## config.mk

```make
export PLATFORM = sky130hd
export DESIGN_NAME = uart_fifo_bridge
export DESIGN_NICKNAME = d
export VERILOG_FILES = /design/src/rtl/uart_fifo_bridge.sv
export SDC_FILE = /design/constraint.sdc
export NUM_CORES = 1
export LEC_CHECK = 0
export BUFFER_PORTS_ARGS = -buffer_cell sky130_fd_sc_hd__clkbuf_2
export CORE_ASPECT_RATIO = 1.4
export CORE_MARGIN = 4
export CORE_UTILIZATION = 40
export DETAILED_ROUTE_END_ITERATION = 12
export GPL_TIMING_DRIVEN = 0
export PLACE_DENSITY = 0.53
export SYNTH_ARGS = -nofsm -noshare
export SYNTH_HDL_FRONTEND = slang
export SYNTH_SLANG_ARGS = --single-unit
```

## constraint.sdc

```tcl
create_clock -name clk -period 4.65 [get_ports clk]
set_clock_uncertainty 0.1 [all_clocks]
set_input_delay 0.93 -clock clk [delete_from_list [all_inputs] [get_ports clk]]
set_output_delay 0.93 -clock clk [all_outputs]
set_load 0.01 [all_outputs]
```

## src/rtl/uart_fifo_bridge.sv

```systemverilog
// ---------------------------------------------------------------------------
// uart_fifo_bridge
//
// Buffered bridge between the tiny1 memory-mapped UART ports and the buart
// serial core. Received bytes are queued in an RX FIFO so the CPU can poll
// late. CPU writes are queued in a TX FIFO so the CPU never waits on busy.
//
// Handshakes:
//   CPU RX side : cpu_valid_o = RX not empty. cpu_din_o is the RX head
//                 (first-word-fall-through, 0 when empty). cpu_rd_i pops the
//                 head at the clock edge; a pop while empty is ignored.
//   CPU TX side : cpu_ready_o = TX not full. cpu_wr_i pushes cpu_dout_i at the
//                 clock edge; a push while full is ignored and the byte lost.
//   buart RX    : u_valid_i is level and stays high until acknowledged.
//                 u_rd_o is a one-cycle registered acknowledge.
//   buart TX    : u_wr_o is a one-cycle registered strobe qualifying
//                 u_tx_data_o. It is only issued while u_busy_i is low.
//
// Ports:
//   clk, rst          clock, synchronous active-low reset
//   cpu_din_o         RX head byte
//   cpu_valid_o       RX FIFO not empty
//   cpu_rd_i          pop RX head
//   cpu_ready_o       TX FIFO not full
//   cpu_wr_i          push cpu_dout_i into TX FIFO
//   cpu_dout_i        byte to transmit
//   ovr_clr_i         clear sticky overrun flag
//   rx_overrun_o      sticky: a received byte was dropped (RX full)
//   rx_count_o        RX occupancy, 0..2**DEPTH_LOG2
//   u_rx_data_i       buart receive byte
//   u_valid_i         buart has a byte
//   u_rd_o            acknowledge to buart
//   u_busy_i          buart transmitter busy
//   u_tx_data_o       byte to buart
//   u_wr_o            transmit strobe to buart
//   dbg_rx_state_o    RX state machine state (0 = RX_IDLE, 1 = RX_ACK)
//   dbg_tx_state_o    TX state machine state (0 = TX_IDLE, 1 = TX_HOLD)
// ---------------------------------------------------------------------------
module uart_fifo_bridge #(
    parameter int DEPTH_LOG2 = 4
) (
    input  logic                  clk,
    input  logic                  rst,
    output logic [7:0]            cpu_din_o,
    output logic                  cpu_valid_o,
    input  logic                  cpu_rd_i,
    output logic                  cpu_ready_o,
    input  logic                  cpu_wr_i,
    input  logic [7:0]            cpu_dout_i,
    input  logic                  ovr_clr_i,
    output logic                  rx_overrun_o,
    output logic [DEPTH_LOG2:0]   rx_count_o,
    input  logic [7:0]            u_rx_data_i,
    input  logic                  u_valid_i,
    output logic                  u_rd_o,
    input  logic                  u_busy_i,
    output logic [7:0]            u_tx_data_o,
    output logic                  u_wr_o,
    output logic                  dbg_rx_state_o,
    output logic                  dbg_tx_state_o
);

    localparam int DEPTH = 1 << DEPTH_LOG2;
    localparam logic [DEPTH_LOG2:0] FULL_CNT = (DEPTH_LOG2 + 1)'(DEPTH);

    typedef enum logic {
        RX_IDLE = 1'b0,
        RX_ACK  = 1'b1
    } rx_state_t;

    typedef enum logic {
        TX_IDLE = 1'b0,
        TX_HOLD = 1'b1
    } tx_state_t;

    // -----------------------------------------------------------------------
    // RX FIFO
    // -----------------------------------------------------------------------
    logic [7:0]            rx_mem_q [DEPTH];
    logic [DEPTH_LOG2-1:0] rx_wr_ptr_q, rx_wr_ptr_d;
    logic [DEPTH_LOG2-1:0] rx_rd_ptr_q, rx_rd_ptr_d;
    logic [DEPTH_LOG2:0]   rx_cnt_q, rx_cnt_d;
    rx_state_t             rx_state_q;
    logic                  u_rd_q;
    logic                  rx_overrun_q;

    logic rx_full, rx_empty, rx_take, rx_push, rx_drop, rx_pop;

    assign rx_full  = (rx_cnt_q == FULL_CNT);
    assign rx_empty = (rx_cnt_q == '0);
    // A byte is taken (acknowledged) whenever the FSM is idle and buart offers
    // one; whether it is stored or dropped depends only on RX occupancy.
    assign rx_take  = (rx_state_q == RX_IDLE) && u_valid_i;
    assign rx_push  = rx_take && !rx_full;
    assign rx_drop  = rx_take && rx_full;
    assign rx_pop   = cpu_rd_i && !rx_empty;

    always_comb begin
        rx_wr_ptr_d = rx_wr_ptr_q;
        rx_rd_ptr_d = rx_rd_ptr_q;
        rx_cnt_d    = rx_cnt_q;
        if (rx_push) begin
            rx_wr_ptr_d = rx_wr_ptr_q + 1'b1;
        end
        if (rx_pop) begin
            rx_rd_ptr_d = rx_rd_ptr_q + 1'b1;
        end
        case ({rx_push, rx_pop})
            2'b10:   rx_cnt_d = rx_cnt_q + 1'b1;
            2'b01:   rx_cnt_d = rx_cnt_q - 1'b1;
            default: rx_cnt_d = rx_cnt_q;
        endcase
    end

    // Storage carries no reset: stale contents are unreachable once the
    // pointers and count are cleared.
    always_ff @(posedge clk) begin
        if (rx_push) begin
            rx_mem_q[rx_wr_ptr_q] <= u_rx_data_i;
        end
    end

    always_ff @(posedge clk) begin
        if (!rst) begin
            rx_wr_ptr_q <= '0;
            rx_rd_ptr_q <= '0;
            rx_cnt_q    <= '0;
        end else begin
            rx_wr_ptr_q <= rx_wr_ptr_d;
            rx_rd_ptr_q <= rx_rd_ptr_d;
            rx_cnt_q    <= rx_cnt_d;
        end
    end

    // RX state machine. RX_ACK absorbs the cycle u_valid_i needs to fall
    // after the acknowledge, so one byte is never taken twice.
    always_ff @(posedge clk) begin
        if (!rst) begin
            rx_state_q <= RX_IDLE;
            u_rd_q     <= 1'b0;
        end else begin
            u_rd_q <= 1'b0;
            case (rx_state_q)
                RX_IDLE: begin
                    if (u_valid_i) begin
                        u_rd_q     <= 1'b1;
                        rx_state_q <= RX_ACK;
                    end
                end
                RX_ACK: begin
                    rx_state_q <= RX_IDLE;
                end
                default: begin
                    rx_state_q <= RX_IDLE;
                end
            endcase
        end
    end

    // Sticky overrun: a drop in the same cycle as a clear keeps the flag set.
    always_ff @(posedge clk) begin
        if (!rst) begin
            rx_overrun_q <= 1'b0;
        end else if (rx_drop) begin
            rx_overrun_q <= 1'b1;
        end else if (ovr_clr_i) begin
            rx_overrun_q <= 1'b0;
        end
    end

    // -----------------------------------------------------------------------
    // TX FIFO
    // -----------------------------------------------------------------------
    logic [7:0]            tx_mem_q [DEPTH];
    logic [DEPTH_LOG2-1:0] tx_wr_ptr_q, tx_wr_ptr_d;
    logic [DEPTH_LOG2-1:0] tx_rd_ptr_q, tx_rd_ptr_d;
    logic [DEPTH_LOG2:0]   tx_cnt_q, tx_cnt_d;
    tx_state_t             tx_state_q;
    logic                  u_wr_q;
    logic [7:0]            u_tx_data_q;

    logic tx_full, tx_empty, tx_push, tx_launch;

    assign tx_full   = (tx_cnt_q == FULL_CNT);
    assign tx_empty  = (tx_cnt_q == '0);
    assign tx_push   = cpu_wr_i && !tx_full;
    // Launching a byte to buart is the TX FIFO pop.
    assign tx_launch = (tx_state_q == TX_IDLE) && !tx_empty && !u_busy_i;

    always_comb begin
        tx_wr_ptr_d = tx_wr_ptr_q;
        tx_rd_ptr_d = tx_rd_ptr_q;
        tx_cnt_d    = tx_cnt_q;
        if (tx_push) begin
            tx_wr_ptr_d = tx_wr_ptr_q + 1'b1;
        end
        if (tx_launch) begin
            tx_rd_ptr_d = tx_rd_ptr_q + 1'b1;
        end
        case ({tx_push, tx_launch})
            2'b10:   tx_cnt_d = tx_cnt_q + 1'b1;
            2'b01:   tx_cnt_d = tx_cnt_q - 1'b1;
            default: tx_cnt_d = tx_cnt_q;
        endcase
    end

    always_ff @(posedge clk) begin
        if (tx_push) begin
            tx_mem_q[tx_wr_ptr_q] <= cpu_dout_i;
        end
    end

    always_ff @(posedge clk) begin
        if (!rst) begin
            tx_wr_ptr_q <= '0;
            tx_rd_ptr_q <= '0;
            tx_cnt_q    <= '0;
        end else begin
            tx_wr_ptr_q <= tx_wr_ptr_d;
            tx_rd_ptr_q <= tx_rd_ptr_d;
            tx_cnt_q    <= tx_cnt_d;
        end
    end

    // TX state machine. TX_HOLD covers the cycle buart takes to raise busy
    // after a strobe, so strobes are always at least two cycles apart.
    always_ff @(posedge clk) begin
        if (!rst) begin
            tx_state_q  <= TX_IDLE;
            u_wr_q      <= 1'b0;
            u_tx_data_q <= 8'h00;
        end else begin
            u_wr_q <= 1'b0;
            case (tx_state_q)
                TX_IDLE: begin
                    if (tx_launch) begin
                        u_wr_q      <= 1'b1;
                        u_tx_data_q <= tx_mem_q[tx_rd_ptr_q];
                        tx_state_q  <= TX_HOLD;
                    end
                end
                TX_HOLD: begin
                    tx_state_q <= TX_IDLE;
                end
                default: begin
                    tx_state_q <= TX_IDLE;
                end
            endcase
        end
    end

    // -----------------------------------------------------------------------
    // Outputs
    // -----------------------------------------------------------------------
    assign cpu_din_o      = rx_empty ? 8'h00 : rx_mem_q[rx_rd_ptr_q];
    assign cpu_valid_o    = !rx_empty;
    assign cpu_ready_o    = !tx_full;
    assign rx_count_o     = rx_cnt_q;
    assign rx_overrun_o   = rx_overrun_q;
    assign u_rd_o         = u_rd_q;
    assign u_wr_o         = u_wr_q;
    assign u_tx_data_o    = u_tx_data_q;
    assign dbg_rx_state_o = rx_state_q;
    assign dbg_tx_state_o = tx_state_q;

endmodule

```

---- Word level (Yosys, flattened, before mapping) ----
Memories as Yosys holds them, arrays and structs flattened. A register that Yosys moved wholly into a read port is not among the register bits.
Cells that the tools add are included.
operators by class
  add/sub/neg operators ................... 8
  equality and inequality tests ........... 6
  mux-type cells .......................... 15
  bitwise logic cells ..................... 3
  reductions and logical operators ........ 21
operators by type and width
  operator             number
  $pmux 5 s2           2
  $add 4x1->4 const B  4
  $add 5x1->5 const B  2
  $eq 5x5->1 const B   2
  $logic_not 5->1      2
  $sub 5x1->5 const B  2
  $mux 1               8
  $mux 4               2
  $mux 8               1
  $logic_and 1x1->1    7
  $logic_not 1->1      6
  $reduce_bool 2->1    3
  $eq 2x1->1 const B   2
  $eq 2x2->1 const B   2
  $pmux 1 s2           2
  $reduce_or 2->1      2
  $not 1->1            3
  $reduce_and 2->1     1
storage, ports and cells
  register bits after elaboration ......... 31
  memory bits (writable) .................. 256
  output and inout port bits .............. 28
  logic and storage cells ................. 66
  memories kept ........................... 2
memories
  memory    words  bits a word  read ports  clocked after Yosys merged registers in  wr ports  line  source
  rx_mem_q  16     8            1           1                                        1         79    logic [7:0] rx_mem_q [DEPTH];
  tx_mem_q  16     8            1           1                                        1         174   logic [7:0] tx_mem_q [DEPTH];

---- Depth between registers and ports, before layout ----
  depth in word-level cells ............... 6
  mapped depth ............................ 14
  mapped depth without buffers ............ 11

---- Least setup slack after synthesis ----
No wires, ideal clock.
  path kind ............................... input to register
  start ................................... in u_busy_i
  end ..................................... reg tx_cnt_q[4]
  setup time .............................. 0.076 ns
  arrival time ............................ 3.050 ns
  path slack .............................. 1.424 ns
  cell stages on the path ................. 12
  path through ............................ a211oi_2 > buf_2 > buf_2 > ha_1 > buf_2 > xor2_1 > ha_1 > a21oi_1 > a32o_1 > a21oi_1 > or3_1 > a21boi_0
between the ends
  cells in the longest elaborated chain, start to end .. 4
  elaborated cells on any way between the ends .. 6
  those cells by class .................... eq/ne: 2; mux: 1; reduce/logical: 3
RTL lines
  what                                                    line  source
  start, declared                                         56    input logic u_busy_i,
  $logic_not 1->1 *                                       188   assign tx_launch = (tx_state_q == TX_IDLE) && !tx_empty && !u_busy_i;
  $logic_and 1x1->1 *                                     188
  via tx_launch                                           182   logic tx_full, tx_empty, tx_push, tx_launch;
  $eq 2x1->1 / $eq 2x2->1 (equally long branches)         200   case ({tx_push, tx_launch})
  $pmux 5 s2 / $reduce_bool 2->1 (equally long branches)  --
  end signal, assigned                                    221   tx_cnt_q <= tx_cnt_d;
  end, declared                                           177   logic [DEPTH_LOG2:0] tx_cnt_q, tx_cnt_d;
The timed path passes the listed nets; every way through them passes the cells marked *.
A chain may end at the register's enable or synchronous reset.

==> run_results.csv <==
group,metric,value,unit
worst_setup_path,path_cells,"clkbuf_1 -> mux4_2 -> mux2i_1 -> o22ai_1 -> clkbuf_2",
worst_setup_path,path_class,"flip-flop to output pin",
worst_setup_path,reg2reg_to,"tx_cnt_q[4]",
worst_hold_path,min_from,"rx_overrun_o",
place,dp_hpwl,17600,microns
worst_setup_path,critical_path_arrival,2.58,ns
timing,rsz0062_at_grt,"no",
timing,worst_pin_slew,1.325,ns
timing,setup_slack,1.041,ns
pwr,p_comb_share,20.6,%
timing,report.final.slew_viol_count,0,
global_route,grt_pass1_vias,6488,
global_route,antenna_found_initial,0,
worst_hold_path,min_path_type,"flip-flop to flip-flop",
worst_setup_path,cp-end-kind,"output pin",
worst_setup_path,cp_num_cells,5,
logic_synthesis,syn_avg_cell_area,17.33,sq um
route,firstDrtPassIters,5,
finish,diodes,0,
timing,clock.fmax,0.2771,GHz
global_route,grt_start_max_net_pins,17,
worst_setup_path,critPathMaxFanout,10,
timing,setup_viol,0,
global_route,overflow,0,
clocking,clockRootBuffer,"clkbuf_16",
logic_synthesis,synth_top_area_cell,"edfxtp_1",
worst_setup_path,cp_slowest_stage_delay,0.54,ns
pwr,power_switching,0.001826,W
global_route,globalRouteTotalUtil,15.52,%
worst_setup_path,slowest_stage,"clkbuf_1",
timing,slew_headroom,11.01,%
logic_synthesis,synth_area_leaders,"edfxtp_1 (65%), dfxtp_1 (6.9%), mux4_2 (6.4%), mux2i_1 (5.4%), ha_1 (1.8%)",
logic_synthesis,async_flop_share,0,%
logic_synthesis,synth_ff_type,"edfxtp_1",
clocking,cts.sinks,297,
worst_setup_path,startpoint_type,"flip-flop",
logic_synthesis,synth.distinct_cells,46,
clocking,ctsLongestPathBuffers,3,
route,vias,6152,
route,wl,25290,microns
floorplanning,die-area,32630,sq um
place,gp_congestion,0.7838,
logic_synthesis,ys_seq_area_share,71.45,%
logic_synthesis,syn-num-nets,728,
finish,final_cell_mix,"edfxtp_1 (256), mux2i_1 (64), clkbuf_2 (49)",
worst_setup_path,crit_family,"multiplexers",
floorplanning,die_h,212.2,microns
worst_setup_path,cp_num_buf_inv,2,
floorplanning,coreArea,29260,sq um
route,drc,0,
finish,n_fill_cell,2595,
route,final_antenna_net_count,0,
worst_hold_path,holdPathStages,2,
logic_synthesis,synth-seq-cells,297,
timing,setup_tns,0,ns
finish,final_common_cell,"edfxtp_1",
pwr,clkPwrFrac,32.6,%
clocking,postCtsSetupRepairBufs,0,
timing,final-hold-violation-count,0,
pwr,power_frac_seq,46.8,%
pwr,p_per_area,494.8,nW/um^2
clocking,post_cts_resized,0,
clocking,cts_tree,"done",
pwr,peakVddDrop,0.3094,mV
pwr,internal_power,0.004874,W
finish,final_nets,809,
route,drt_iter0_markers,382,
place,io_buffers,49,
outcome,status,"completed",
floorplanning,io_pins,51,
route,via_per_inst,5.272,
clocking,clkTransAtPathRegs,0.06,ns
run,max_cap_violations,0,
clocking,clkLatencyLatePin,0.53,ns
worst_setup_path,reg2reg_from,"tx_cnt_q[0]",
logic_synthesis,netlist.area_leader.share,64.56,%
logic_synthesis,synth_cells,687,
place,dp_slack,0.7403,ns
floorplanning,die_w,153.8,microns
worst_setup_path,critPathRequiredTime,3.62,ns
finish,final_layout_size_suffix_gt1_share,19.82,%
clocking,cts_htree_levels,1,
worst_hold_path,hold_end,"rx_overrun_o",
pwr,p_sw_share,27.26,%
logic_synthesis,synth-edff-count,256,
finish,area_delta_synth_final,13.71,%
route,routedWlPerCell,21.67,microns
logic_synthesis,netlist_area,11910,sq um
logic_synthesis,yosysWarningCount,0,
pwr,leakagePower,4.401,nW
timing,fin_crit_sh,77.61,%
worst_setup_path,reg2reg_slack,1.12,ns
floorplanning,initial_core_util,40.70,%
timing,period_needed,3.609,ns
floorplanning,rows,74,
clocking,postCtsHoldBufs,0,
clocking,cts_made_buffers,29,
worst_setup_path,ff2ff_path_depth,13,
global_route,grt_pass1_wl,38800,microns
[logic make-up (layout without fill, tap and decap cells)]
| logic type | count (synthesis) | in the layout | synth area share (%) |
|---|---|---|---|
| mux | 106 | 106 | 13.58 |
| buf+inv | 52 | 152 | 2.038 |
| compound gates | 80 | 80 | 4.392 |
| simple gates | 114 | 114 | 5.117 |
| flops | 297 | 297 | 71.45 |
| fa+ha+maj | 18 | 18 | 1.954 |
| xor+xnor | 20 | 20 | 1.471 |
[sequential cells by signal (all words and copies together), names as in the netlist, named ones only]
name,count
dbg_rx_state_o,1
dbg_tx_state_o,1
rx_count_o,5
rx_mem_q,128
rx_overrun_o,1
rx_rd_ptr_q,4
rx_wr_ptr_q,4
tx_cnt_q,5
tx_mem_q,128
tx_rd_ptr_q,4
tx_wr_ptr_q,4
u_tx_data_o,8
[power by group through the flow]
stage	Combinational, W	Clock (W)	Sequential (W)
after global routing	0.00151	0.00237	0.00315
after detailed placement	0.00139	0	0.00319
after CTS	0.00140	0.00225	0.00314
after floorplan	0.000911	0	0.00319
final	0.00138	0.00219	0.00314
after global placement	0.00135	0	0.00318
[layer usage]
layer / share of wire [%] / vias to the layer above / global-route usage [%]
met5: 0 / - / 0
met4: 2.8 / 0 / 4.418
met3: 3.6 / 43 / 2.016
met2: 56 / 130 / 30.03
met1: 38 / 3131 / 17.90
li1: - / 2848 / -
[how the worst max path moves through the flow]
stage | startpoint | endpoint
2_1_floorplan | u_busy_i | tx_cnt_q[4]
6_report | flip-flop | cpu_din_o[3]
5_1_grt | flip-flop | cpu_din_o[2]
4_1_cts | flip-flop | cpu_din_o[7]
3_5_place_dp | u_busy_i | tx_cnt_q[4]
3_3_place_gp | u_busy_i | tx_cnt_q[4]
[per-stage QoR]
stage               util (%)  instance area, sq um  total power, W  hold slack, ns  std cells
detailed placement     43.20                 12640        0.004589          0.4099       1116
global route           46.28                 13540        0.007034          0.4615       1167
CTS                    46.19                 13510        0.006790          0.4250       1166
finish                 46.28                 13540        0.006700          0.4148       1167
global placement       43.16                 12630        0.004536          0.3934       1116
floorplan                  -                 11910        0.004105          0.4019        687
[worst min-delay path: cells and delay by family (launching register included)]
family	cells	cell delay, ns
flip-flops	1	0.32
AND/OR/NAND/NOR	1	0.10
AO/OA/AOI/OAI	1	0.06
[cell usage after synthesis (8+ instances only)]
cell type	instances
edfxtp_1	256
mux2i_1	64
dfxtp_1	41
mux4_2	34
o22ai_1	32
nor2_1	30
and2_1	21
nand2_1	21
buf_2	17
ha_1	17
a21oi_1	14
clkbuf_1	14
inv_1	14
o21ai_0	14
xnor2_1	13
nor2b_1	9
mux4_1	8
nor3_1	8
[cell type report]
cell class / instances / area (sq um) / area share (%)
Buffer: 38 / 190.2 / 1.405
Timing Repair Buffer: 50 / 252.7 / 1.867
Tap cell: 380 / 475.5 / 3.511
Clock inverter: 13 / 118.9 / 0.8778
Clock buffer: 37 / 755.7 / 5.581
Multi-Input combinational cell: 338 / 3187 / 23.54
Inverter: 14 / 52.55 / 0.3881
Sequential cell: 297 / 8508 / 62.83
Note: power is estimated with default switching activity, not from simulation.
